`src/rtl/pipe_sel_mux_if.sv`:
```
// Handshake bundle for pipe_sel_mux: producer offer (data/select/valid),
// consumer acceptance, flush and the registered result with error status.
interface pipe_sel_mux_if #(
  parameter int WIDTH     = 32,
  parameter int NUM_IN    = 4,
  parameter int SEL_W     = 2,
  parameter int ERR_CNT_W = 8
);
  logic [NUM_IN*WIDTH-1:0] in_data;
  logic [SEL_W-1:0]        sel;
  logic                    in_valid;
  logic                    in_ready;
  logic                    flush;
  logic [WIDTH-1:0]        out_data;
  logic                    out_valid;
  logic                    out_ready;
  logic [SEL_W-1:0]        out_sel;
  logic                    sel_err;
  logic [ERR_CNT_W-1:0]    err_cnt;

  modport master (
    output in_data, sel, in_valid, flush, out_ready,
    input  in_ready, out_data, out_valid, out_sel, sel_err, err_cnt
  );

  modport slave (
    input  in_data, sel, in_valid, flush, out_ready,
    output in_ready, out_data, out_valid, out_sel, sel_err, err_cnt
  );
endinterface

```
`src/rtl/pipe_sel_mux.sv`:
```
// Registered N-way select stage: picks one of NUM_IN sources into a one-entry
// valid/ready pipeline register, with flush and out-of-range select reporting.
module pipe_sel_mux #(
  parameter int               WIDTH       = 32,
  parameter int               NUM_IN      = 4,
  parameter int               SEL_W       = 2,
  parameter logic [WIDTH-1:0] RESET_VAL   = {WIDTH{1'b0}},
  parameter logic [WIDTH-1:0] DEFAULT_VAL = {WIDTH{1'b0}},
  parameter int               ERR_CNT_W   = 8
) (
  input logic           clk,
  input logic           rst_n,
  pipe_sel_mux_if.slave bus
);

  typedef enum logic [0:0] {
    ST_EMPTY = 1'b0,
    ST_FULL  = 1'b1
  } state_t;

  localparam logic [ERR_CNT_W-1:0] CNT_MAX = {ERR_CNT_W{1'b1}};

  state_t               state_r;
  state_t               state_nxt_s;
  logic [WIDTH-1:0]     out_data_r;
  logic [SEL_W-1:0]     out_sel_r;
  logic                 sel_err_r;
  logic [ERR_CNT_W-1:0] err_cnt_r;

  logic [NUM_IN-1:0]    hit_s;
  logic                 in_range_s;
  logic [WIDTH-1:0]     onehot_data_s;
  logic [WIDTH-1:0]     sel_data_s;
  logic                 in_ready_s;
  logic                 accept_s;
  logic                 drain_s;

  // One-hot AND-OR source select; no hit means the select is out of range.
  always_comb begin
    hit_s         = {NUM_IN{1'b0}};
    onehot_data_s = {WIDTH{1'b0}};
    for (int k = 0; k < NUM_IN; k++) begin
      hit_s[k]      = (bus.sel == SEL_W'(k));
      onehot_data_s = onehot_data_s
                    | ({WIDTH{hit_s[k]}} & bus.in_data[k*WIDTH +: WIDTH]);
    end
    in_range_s = |hit_s;
    sel_data_s = in_range_s ? onehot_data_s : DEFAULT_VAL;
  end

  assign in_ready_s = (state_r == ST_EMPTY) || bus.out_ready;
  assign accept_s   = bus.in_valid && in_ready_s && !bus.flush;
  assign drain_s    = (state_r == ST_FULL) && bus.out_ready && !accept_s;

  // Occupancy state register.
  always_ff @(posedge clk or negedge rst_n) begin
    if (!rst_n) begin
      state_r <= ST_EMPTY;
    end else begin
      state_r <= state_nxt_s;
    end
  end

  // Occupancy next state; flush wins over accept and drain.
  always_comb begin
    state_nxt_s = state_r;
    case (state_r)
      ST_EMPTY: begin
        if (accept_s) begin
          state_nxt_s = ST_FULL;
        end else begin
          state_nxt_s = ST_EMPTY;
        end
      end
      ST_FULL: begin
        if (bus.flush) begin
          state_nxt_s = ST_EMPTY;
        end else if (accept_s) begin
          state_nxt_s = ST_FULL;
        end else if (drain_s) begin
          state_nxt_s = ST_EMPTY;
        end else begin
          state_nxt_s = ST_FULL;
        end
      end
      default: state_nxt_s = ST_EMPTY;
    endcase
  end

  // Payload and status capture; data and select hold on drain and flush.
  always_ff @(posedge clk or negedge rst_n) begin
    if (!rst_n) begin
      out_data_r <= RESET_VAL;
      out_sel_r  <= {SEL_W{1'b0}};
      sel_err_r  <= 1'b0;
    end else if (bus.flush) begin
      sel_err_r  <= 1'b0;
    end else if (accept_s) begin
      out_data_r <= sel_data_s;
      out_sel_r  <= bus.sel;
      sel_err_r  <= !in_range_s;
    end else if (drain_s) begin
      sel_err_r  <= 1'b0;
    end else begin
      sel_err_r  <= sel_err_r;
    end
  end

  // Saturating count of accepted out-of-range selects; only reset clears it.
  always_ff @(posedge clk or negedge rst_n) begin
    if (!rst_n) begin
      err_cnt_r <= {ERR_CNT_W{1'b0}};
    end else if (accept_s && !in_range_s && (err_cnt_r != CNT_MAX)) begin
      err_cnt_r <= err_cnt_r + ERR_CNT_W'(1);
    end else begin
      err_cnt_r <= err_cnt_r;
    end
  end

  assign bus.in_ready  = in_ready_s;
  assign bus.out_valid = (state_r == ST_FULL);
  assign bus.out_data  = out_data_r;
  assign bus.out_sel   = out_sel_r;
  assign bus.sel_err   = sel_err_r;
  assign bus.err_cnt   = err_cnt_r;

endmodule

```
`src/flat_wrapper.sv`:
```
// flat-port wrapper written by rule: the top's interface ports become plain ports
module pipe_sel_mux_flat 
#(
  parameter int               WIDTH       = 32,
  parameter int               NUM_IN      = 4,
  parameter int               SEL_W       = 2,
  parameter logic [WIDTH-1:0] RESET_VAL   = {WIDTH{1'b0}},
  parameter logic [WIDTH-1:0] DEFAULT_VAL = {WIDTH{1'b0}},
  parameter int               ERR_CNT_W   = 8
)
  (clk, rst_n, bus_in_data, bus_sel, bus_in_valid, bus_flush, bus_out_ready, bus_in_ready, bus_out_data, bus_out_valid, bus_out_sel, bus_sel_err, bus_err_cnt);
  pipe_sel_mux_if #(.WIDTH(WIDTH), .NUM_IN(NUM_IN), .SEL_W(SEL_W), .ERR_CNT_W(ERR_CNT_W)) bus_i ();
  input logic clk;
  input logic rst_n;
  input wire logic [$bits(bus_i.in_data)-1:0] bus_in_data;
  input wire logic [$bits(bus_i.sel)-1:0] bus_sel;
  input wire logic [$bits(bus_i.in_valid)-1:0] bus_in_valid;
  input wire logic [$bits(bus_i.flush)-1:0] bus_flush;
  input wire logic [$bits(bus_i.out_ready)-1:0] bus_out_ready;
  output wire logic [$bits(bus_i.in_ready)-1:0] bus_in_ready;
  output wire logic [$bits(bus_i.out_data)-1:0] bus_out_data;
  output wire logic [$bits(bus_i.out_valid)-1:0] bus_out_valid;
  output wire logic [$bits(bus_i.out_sel)-1:0] bus_out_sel;
  output wire logic [$bits(bus_i.sel_err)-1:0] bus_sel_err;
  output wire logic [$bits(bus_i.err_cnt)-1:0] bus_err_cnt;
  assign bus_i.in_data = bus_in_data;
  assign bus_i.sel = bus_sel;
  assign bus_i.in_valid = bus_in_valid;
  assign bus_i.flush = bus_flush;
  assign bus_i.out_ready = bus_out_ready;
  assign bus_in_ready = bus_i.in_ready;
  assign bus_out_data = bus_i.out_data;
  assign bus_out_valid = bus_i.out_valid;
  assign bus_out_sel = bus_i.out_sel;
  assign bus_sel_err = bus_i.sel_err;
  assign bus_err_cnt = bus_i.err_cnt;
  pipe_sel_mux #(.WIDTH(WIDTH), .NUM_IN(NUM_IN), .SEL_W(SEL_W), .RESET_VAL(RESET_VAL), .DEFAULT_VAL(DEFAULT_VAL), .ERR_CNT_W(ERR_CNT_W)) u_core (.clk(clk), .rst_n(rst_n), .bus(bus_i));
endmodule
```
`config.mk`:
```
export PLATFORM = sky130hd
export DESIGN_NAME = pipe_sel_mux_flat
export DESIGN_NICKNAME = d
export VERILOG_FILES = /design/src/rtl/pipe_sel_mux_if.sv /design/src/rtl/pipe_sel_mux.sv /design/src/flat_wrapper.sv
export SDC_FILE = /design/constraint.sdc
export NUM_CORES = 1
export LEC_CHECK = 0
export BUFFER_PORTS_ARGS = -buffer_cell sky130_fd_sc_hd__buf_4
export CAP_MARGIN = 20
export CORE_ASPECT_RATIO = 0.8
export CORE_MARGIN = 3
export CORE_UTILIZATION = 37
export DETAILED_ROUTE_END_ITERATION = 8
export MAX_ROUTING_LAYER = met4
export PLACE_DENSITY = 0.85
export SLEW_MARGIN = 10
export SYNTH_ARGS = -nofsm -noshare
export SYNTH_HDL_FRONTEND = slang
export SYNTH_SLANG_ARGS = --single-unit
```
`constraint.sdc`:
```
create_clock -name clk -period 1.51 [get_ports clk]
set_input_delay 0.302 -clock clk [delete_from_list [all_inputs] [get_ports clk]]
set_output_delay 0.302 -clock clk [all_outputs]
set_load 0.01 [all_outputs]
```
* Word level (Yosys, flattened, before mapping)
Cells that the tools add are included.
** Operators by class
- Add/sub/neg operators :: 1
- Eq/ne operators :: 4
- Muxes and demuxes :: 9
- Bitwise operators :: 9
- Reduce and logical (&&, ||, !) cells :: 14
** Operators with widths (count)
- 32-bit AND :: 4
- 32-bit bitwise OR :: 3
- 32-bit two-way mux :: 1
- 8-bit by 1-bit adder with 8-bit output (second input constant) :: 1
- 8-bit != test (second input constant) :: 1
- 1-bit two-way mux :: 7
- 1-bit logical AND :: 6
- 2-bit == test (second input constant) :: 2
- 4-bit OR reduction :: 1
- 1-bit logical NOT :: 3
- 3-bit nonzero test :: 1
- 2-bit by 1-bit == test with 1-bit output (second input constant) :: 1
- 2-bit logical NOT :: 1
- 1-bit inverter :: 2
- 1-bit case mux with 2 select lines :: 1
- 2-bit AND reduction :: 1
- 1-bit logical OR :: 1
** Word-level totals
- Register bits :: 44
- Bits of input ports :: 135
- Output and inout bits :: 45
- Logic and storage cells :: 42

* Depth between registers and ports, before layout
Gate-level depths: netlist of run 1.
- Depth in word-level cells :: 10
- Mapped depth :: 4
- Gate-level depth less buffers :: 3

* Worst setup path before layout of run 1
Ideal clock, no wire load.
- Kind :: flip-flop to flip-flop
- Start :: register u_core.state_r (netlist: u_core.bus.out_valid)
- End :: register u_core.out_sel_r[0] (netlist: u_core.bus.out_sel[0])
- Arrival time :: 1.447 ns
- Data required time :: 1.385 ns
- Setup slack :: -0.061 ns
- Stages on the path, launching flop included :: 5
- Buffers on the path :: 1
- Period minus slack after synthesis :: 1.571 ns
- Cell sequence :: dfrtp_1 > nor2b_4 > nor3b_4 > buf_6 > mux2_2
** On the way
- Longest elaborated chain between the ends :: 5
** RTL lines
- start: declaration :: line pipe_sel_mux.sv:23 : state_t state_r;
- start signal: assignment :: line pipe_sel_mux.sv:60 : state_r <= state_nxt_s;
- 1-bit inverter :: line pipe_sel_mux.sv:51 : assign in_ready_s = (state_r == ST_EMPTY) || bus.out_ready;
- 1-bit logical OR :: line pipe_sel_mux.sv:51
- 1-bit logical AND (2 in series) :: line pipe_sel_mux.sv:52 : assign accept_s = bus.in_valid && in_ready_s && !bus.flush;
- 2-bit AND reduction (no source line)
- end signal: assignment :: line pipe_sel_mux.sv:94 : out_sel_r <= {SEL_W{1'b0}};
- end signal: assignment :: line pipe_sel_mux.sv:100 : out_sel_r <= bus.sel;
- end: declaration :: line pipe_sel_mux.sv:26 : logic [SEL_W-1:0] out_sel_r;
No other way between the ends.
A chain may end at the register's enable or synchronous reset.

* Final worst setup path of run 1
- Start :: register u_core.state_r (netlist: u_core.bus.out_valid)
- End :: register u_core.out_data_r[30] (netlist: u_core.bus.out_data[30])
** On the way
- Longest elaborated chain between the ends :: 5
** RTL lines
- 1-bit inverter :: line pipe_sel_mux.sv:51
- 1-bit logical OR :: line pipe_sel_mux.sv:51
- 1-bit logical AND (2 in series) :: line pipe_sel_mux.sv:52
- 2-bit AND reduction (no source line)
- end signal: assignment :: line pipe_sel_mux.sv:99 : out_data_r <= sel_data_s;
- end: declaration :: line pipe_sel_mux.sv:25 : logic [WIDTH-1:0] out_data_r;
No other way between the ends.

==> impl_metrics.tcl, run 1 <==
set metrics [dict create \
    syn-cell-area_sq_um 2540 \
    period_share 1.00 \
    ir_drop_mv 0.376 \
    grt_pass1_wl_um 10900 \
    final_nets 452 \
    yosys-top-cells-area "dfrtp_1 43%, mux4_2 26%, mux2_4 17%, mux4_1 3.1%, buf_12 2.4%" \
    track_usage 0.183 \
    die_w_um 98.6 \
    cp-start-kind "flop" \
    required_ps 1690 \
    cpMaxStageDelayCell "dfrtp_1" \
    hpwlAfterDp_um 5670 \
    stdcell_count 402 \
    synthCells 137 \
    cp_num_cells 5 \
    clockBufferDepth 2 \
    syn2layout_area_growth_pct 63.1 \
    dpl-instance-area_sq_um 3940 \
    drtIter0Drc 40 \
    critical-path-top-delay-family "simple AND/OR/NAND/NOR gates" \
    first_global_vias 2172 \
    drv_cap 0 \
    synth_seq_cells 44 \
    cts_tree "built" \
    initial_core_util 0.390 \
    clk_latency_ps 290 \
    synth_ff_type "dfrtp_1" \
    yosysSeqAreaShare 0.434 \
    numCtsBuffers 5 \
    finalWirelength_um 7100 \
    gp_congestion 0.768 \
    cp-end-kind "flop" \
    dp_cells 388 \
    synth_edf_count 0 \
    leakage_nw 2.03 \
    viasPerCell 4.87 \
    crit_chain "nor2b_4 -> nor3b_4 -> buf_6 -> clkbuf_16 -> mux2_4" \
    synthDistinctLibCells 14 \
    ys_warn_count 0 \
    core-area_sq_um 6510 \
    drcViolationCount 0 \
    reg2reg_from "u_core.bus.out_valid$_DFF_PN0_" \
    path_clk_slew_ps 90 \
    synthTopCellsByCount "44 x dfrtp_1, 29 x mux2_4, 29 x mux4_2, 9 x clkbuf_1, 5 x mux2_2" \
    rsz0062_at_grt "yes" \
    first_pass_iters 3 \
    max_stage_delay_ps 390 \
    violations "hold timing" \
    drive_above_1_share 0.833 \
    ctsHoldBuffers 0 \
    grt_max_degree 45 \
    finalHoldViolations 13 \
    dr_total_vias 1956 \
    syn-num-nets 272 \
    synthMostInstantiatedCell "dfrtp_1" \
    clock_skew_ps 6.35 \
    fin_area_sq_um 4140 \
    ant_nets 0 \
    r2r-end "u_core.bus.out_data[30]$_DFFE_PN0P_" \
    endpoint "u_core.bus.out_data[30]$_DFFE_PN0P_" \
    rows 26 \
    timing.reg2reg.setup_slack_ps 0.2 \
    startpoint "u_core.bus.out_valid$_DFF_PN0_" \
    pwr_density_cell_nw_per_um2 864 \
    worst_ep_arrival_time_ps 1690 \
    cts_sinks 44 \
    critPathBufInv 2 \
    hold_ws_ps -9.95 \
    worstPathMaxFanout 8 \
    r2r_cells 5 \
    h-tree-depth 2 \
    power_mw 3.57 \
    synth_largest_area_cell "dfrtp_1" \
    tightestPinTransition_ps 563 \
    grt_overflow 0 \
    root_buffer "clkbuf_8" \
    maxSlewHeadroom 0.625 \
    finalCriticalPeriod_ps 1510 \
    syn_avg_cell_area_sq_um 18.5 \
    io_buffers 179 \
    yosys.area.top_type_share 0.434 \
    dieArea_sq_um 7890 \
    antenna_found_initial 0 \
    async_reset_ff_frac 1.00 \
    max_clock_freq_ghz 0.662 \
    die_h_um 80.1 \
    finalMaxSlewViolations 0 \
    crit_type "reg2reg" \
    outcome "finished with violations" \
    num_io_pins 180 \
    hold_class "in2async" \
    antenna_cells 0 \
    finalSetupViolCount 0 \
    post_drt_wl_per_cell_um 17.7 \
]
-- cells by family after synthesis --
| family | share of synthesized area |
|---|---|
| buf+inv | 0.0621 |
| simple gates | 0.0217 |
| mux | 0.482 |
| flops | 0.434 |
-- area by class of cell --
type / instances / area [sq um]
Clock inverter: 3 / 23.8
Multi-Input combinational cell: 73 / 1290
Clock buffer: 5 / 68.8
Tap cell: 84 / 105
Inverter: 1 / 3.75
Timing Repair Buffer: 192 / 1550
Sequential cell: 44 / 1100
Fill cell: 508 / 2370
-- worst min path at each step --
| stage | to | slack [ps] | cells past startpoint |
|---|---|---|---|
| 2_1_floorplan | u_core.bus.err_cnt[0]$_DFFE_PN0P_ | 6 | 0 |
| 3_3_place_gp | u_core.bus.err_cnt[3]$_DFFE_PN0P_ | 330 | 1 |
| 3_5_place_dp | u_core.bus.err_cnt[3]$_DFFE_PN0P_ | 340 | 1 |
| 4_1_cts | u_core.bus.err_cnt[3]$_DFFE_PN0P_ | 7 | 1 |
| 5_1_grt | u_core.bus.err_cnt[3]$_DFFE_PN0P_ | 30 | 1 |
| 6_report | u_core.bus.err_cnt[3]$_DFFE_PN0P_ | -10 | 1 |
-- per-stage QoR --
| stage | worst slack (ps) | hold slack (ps) | util | TNS, ps |
|---|---|---|---|---|
| after floorplan | -52.4 | 6.41 | - | -1570 |
| after global placement | -30.9 | 332 | 0.606 | -54.7 |
| after detailed placement | -65.3 | 341 | 0.606 | -290 |
| after CTS | -2.19 | 7.32 | 0.628 | -2.19 |
| after global routing | -46.7 | 25.0 | 0.636 | -784 |
| final | 0.248 | -9.95 | 0.636 | 0 |
-- what timing repair did --
item                                    4_1_cts  5_1_grt
pin swaps                                     1        1
setup buffers                                 2        2
gates cloned                                  1        2
endpoints found under the setup margin        2       34
gates resized for setup                       1        4
-- report_power, final --
part	internal, mW	switching, mW
combinational	0.907	0.424
clock	0.328	0.417
sequential	1.38	0.122
-- state kept, by name (all words and copies together), names as in the netlist --
register,flops
u_core.bus.out_sel,2
u_core.bus.out_data,32
u_core.bus.err_cnt,8
u_core.bus.out_valid,1
u_core.bus.sel_err,1
-- layer usage --
layer | vias up | GRT usage | share of wire
met2 | 105 | 0.331 | 0.54
met4 | 0 | 0.0327 | 0.0044
met5 | - | - | 0
li1 | 894 | - | -
met1 | 955 | 0.217 | 0.38
met3 | 2 | 0.0356 | 0.075
-- cells in the final DEF (no fill, tap or decap), types with 3 or more instances in the layout --
cell / count
buf_6: 3
buf_4: 183
dfrtp_1: 44
nor2_1: 4
mux4_1: 3
buf_12: 3
mux2_4: 32
mux4_2: 29
clkbuf_8: 5
(Power assumes the default switching activity.)
==> run 2: changes to the inputs <==
Settings changed: RECOVER_POWER set to 50, SKIP_LAST_GASP set to 1.
==> impl_metrics.tcl, run 2 (synthesis gave the netlist of run 1 again) <==
set metrics [dict create \
    outcome "finished with violations" \
    violations "setup timing" \
    drive_above_1_share 0.833 \
    fin_util 0.636 \
    cp-end-kind "flop" \
    cpMaxStageDelayCell "dfrtp_1" \
    antenna_found_initial 0 \
    pwr_density_cell_nw_per_um2 864 \
    gp_congestion 0.768 \
    cp-start-kind "flop" \
    first_pass_iters 3 \
    grt_max_degree 45 \
    antenna_cells 0 \
    drcViolationCount 0 \
    rsz0062_at_grt "yes" \
    final_nets 452 \
    h-tree-depth 2 \
    finalSetupTns_ps -0.790 \
    die_w_um 98.6 \
    clockBufferDepth 2 \
    grt_overflow 0 \
    rows 26 \
    root_buffer "clkbuf_8" \
    final_common_cell "buf_4" \
    cts_tree "built" \
    cts_sinks 44 \
    grt_pass1_wl_um 10900 \
    numCtsBuffers 5 \
    syn2layout_area_growth_pct 63.0 \
    num_io_pins 180 \
    max_clock_freq_ghz 0.662 \
    required_ps 1690 \
    clk_latency_ps 290 \
    finalHoldViolations 0 \
    finalSetupViolCount 1 \
    viasPerCell 4.86 \
    ir_drop_mv 0.376 \
    largest_reg_flops 32 \
    finalCriticalPeriod_ps 1510 \
    post_drt_wl_per_cell_um 17.6 \
    first_global_vias 2167 \
    crit_type "reg2reg" \
    track_usage 0.182 \
    maxSlewHeadroom 0.268 \
    hpwlAfterDp_um 5670 \
    worst_ep_arrival_time_ps 1690 \
    dr_total_vias 1954 \
    layout_setup_ws_ps -0.790 \
    hold_class "in2async" \
    initial_core_util 0.390 \
    max_stage_delay_ps 390 \
    clock_skew_ps 6.26 \
    tightestPinTransition_ps 1100 \
    io_buffers 179 \
    drv_cap 0 \
    period_share 1.00 \
    path_clk_slew_ps 90 \
    final_cell_mix "182 x buf_4, 44 x dfrtp_1, 32 x mux2_4" \
    dieArea_sq_um 7890 \
    ant_nets 0 \
    drtIter0Drc 34 \
    leakage_nw 2.03 \
    finalMaxSlewViolations 0 \
    worstPathMaxFanout 8 \
    core-area_sq_um 6510 \
    die_h_um 80.1 \
    finalWirelength_um 7090 \
    crit_chain "nor2b_4 -> nor3b_4 -> buf_6 -> clkbuf_16 -> mux2_4" \
]
run 2: changes by cell type in the layout (fill, tap and decap cells not counted), sizes merged:
cell	previous run	this run
clkbuf	7	8
buf	190	189
run 2: layout make-up:
type / instances / area [sq um]
Timing Repair Buffer: 192 / 1540
Multi-Input combinational cell: 73 / 1290
Clock buffer: 5 / 68.8
Inverter: 1 / 3.75
Fill cell: 509 / 2370
Tap cell: 84 / 105
Clock inverter: 3 / 23.8
Sequential cell: 44 / 1100
run 2: worst max-delay path: cells and delay by family, from the launching register on:
kind | cells | cell delay (ps)
buf+inv | 2 | 320
mux | 1 | 290
flops | 1 | 390
simple gates | 2 | 400
run 2: report_power, final:
part,switching (mW),internal [mW]
combinational,0.423,0.906
clock,0.416,0.328
sequential,0.123,1.38
total,0.962,2.61
run 2: per-layer routing:
metal,global-route usage,vias up,part of all wire
met5,-,-,0
met4,0.0327,0,0.0044
met3,0.0356,2,0.074
met2,0.330,105,0.54
met1,0.216,955,0.38
li1,-,892,-
run 2: path summary, 6_finish.rpt:
path / from / to / slack, ps / cells past startpoint
worst max-delay path: u_core.bus.out_valid$_DFF_PN0_ / u_core.bus.out_data[30]$_DFFE_PN0P_ / -0.8 / 5
worst min-delay path: rst_n / u_core.bus.err_cnt[0]$_DFFE_PN0P_ / 190 / 1
worst max register to register: u_core.bus.out_valid$_DFF_PN0_ / u_core.bus.out_data[30]$_DFFE_PN0P_ / -0.8 / 5
worst min register to register: u_core.bus.err_cnt[2]$_DFFE_PN0P_ / u_core.bus.err_cnt[2]$_DFFE_PN0P_ / 380 / 0
max in group asynchronous: rst_n / u_core.bus.out_data[19]$_DFFE_PN0P_ / 620 / 1
min in group clk: bus_flush / u_core.bus.out_valid$_DFF_PN0_ / 190 / 2
run 2: timing repair:
action	in CTS	in global routing
endpoints found under the setup margin	2	34
hold endpoints to repair	0	0
gates resized for setup	0	5
hold buffers	0	0
setup buffers	2	2
pin swaps	1	1
cloned	1	2
run 2: through the flow:
stage	setup WS, ps	total power [mW]	area (sq um)	std cells	hold slack, ps
finish	-0.790	3.57	4140	402	192
global route	-46.7	3.78	4140	402	177
CTS	-18.6	3.61	4080	399	7.32
detailed placement	-65.3	2.84	3940	388	341
global placement	-30.9	2.79	3940	388	332
floorplan	-52.4	2.13	2540	137	6.41
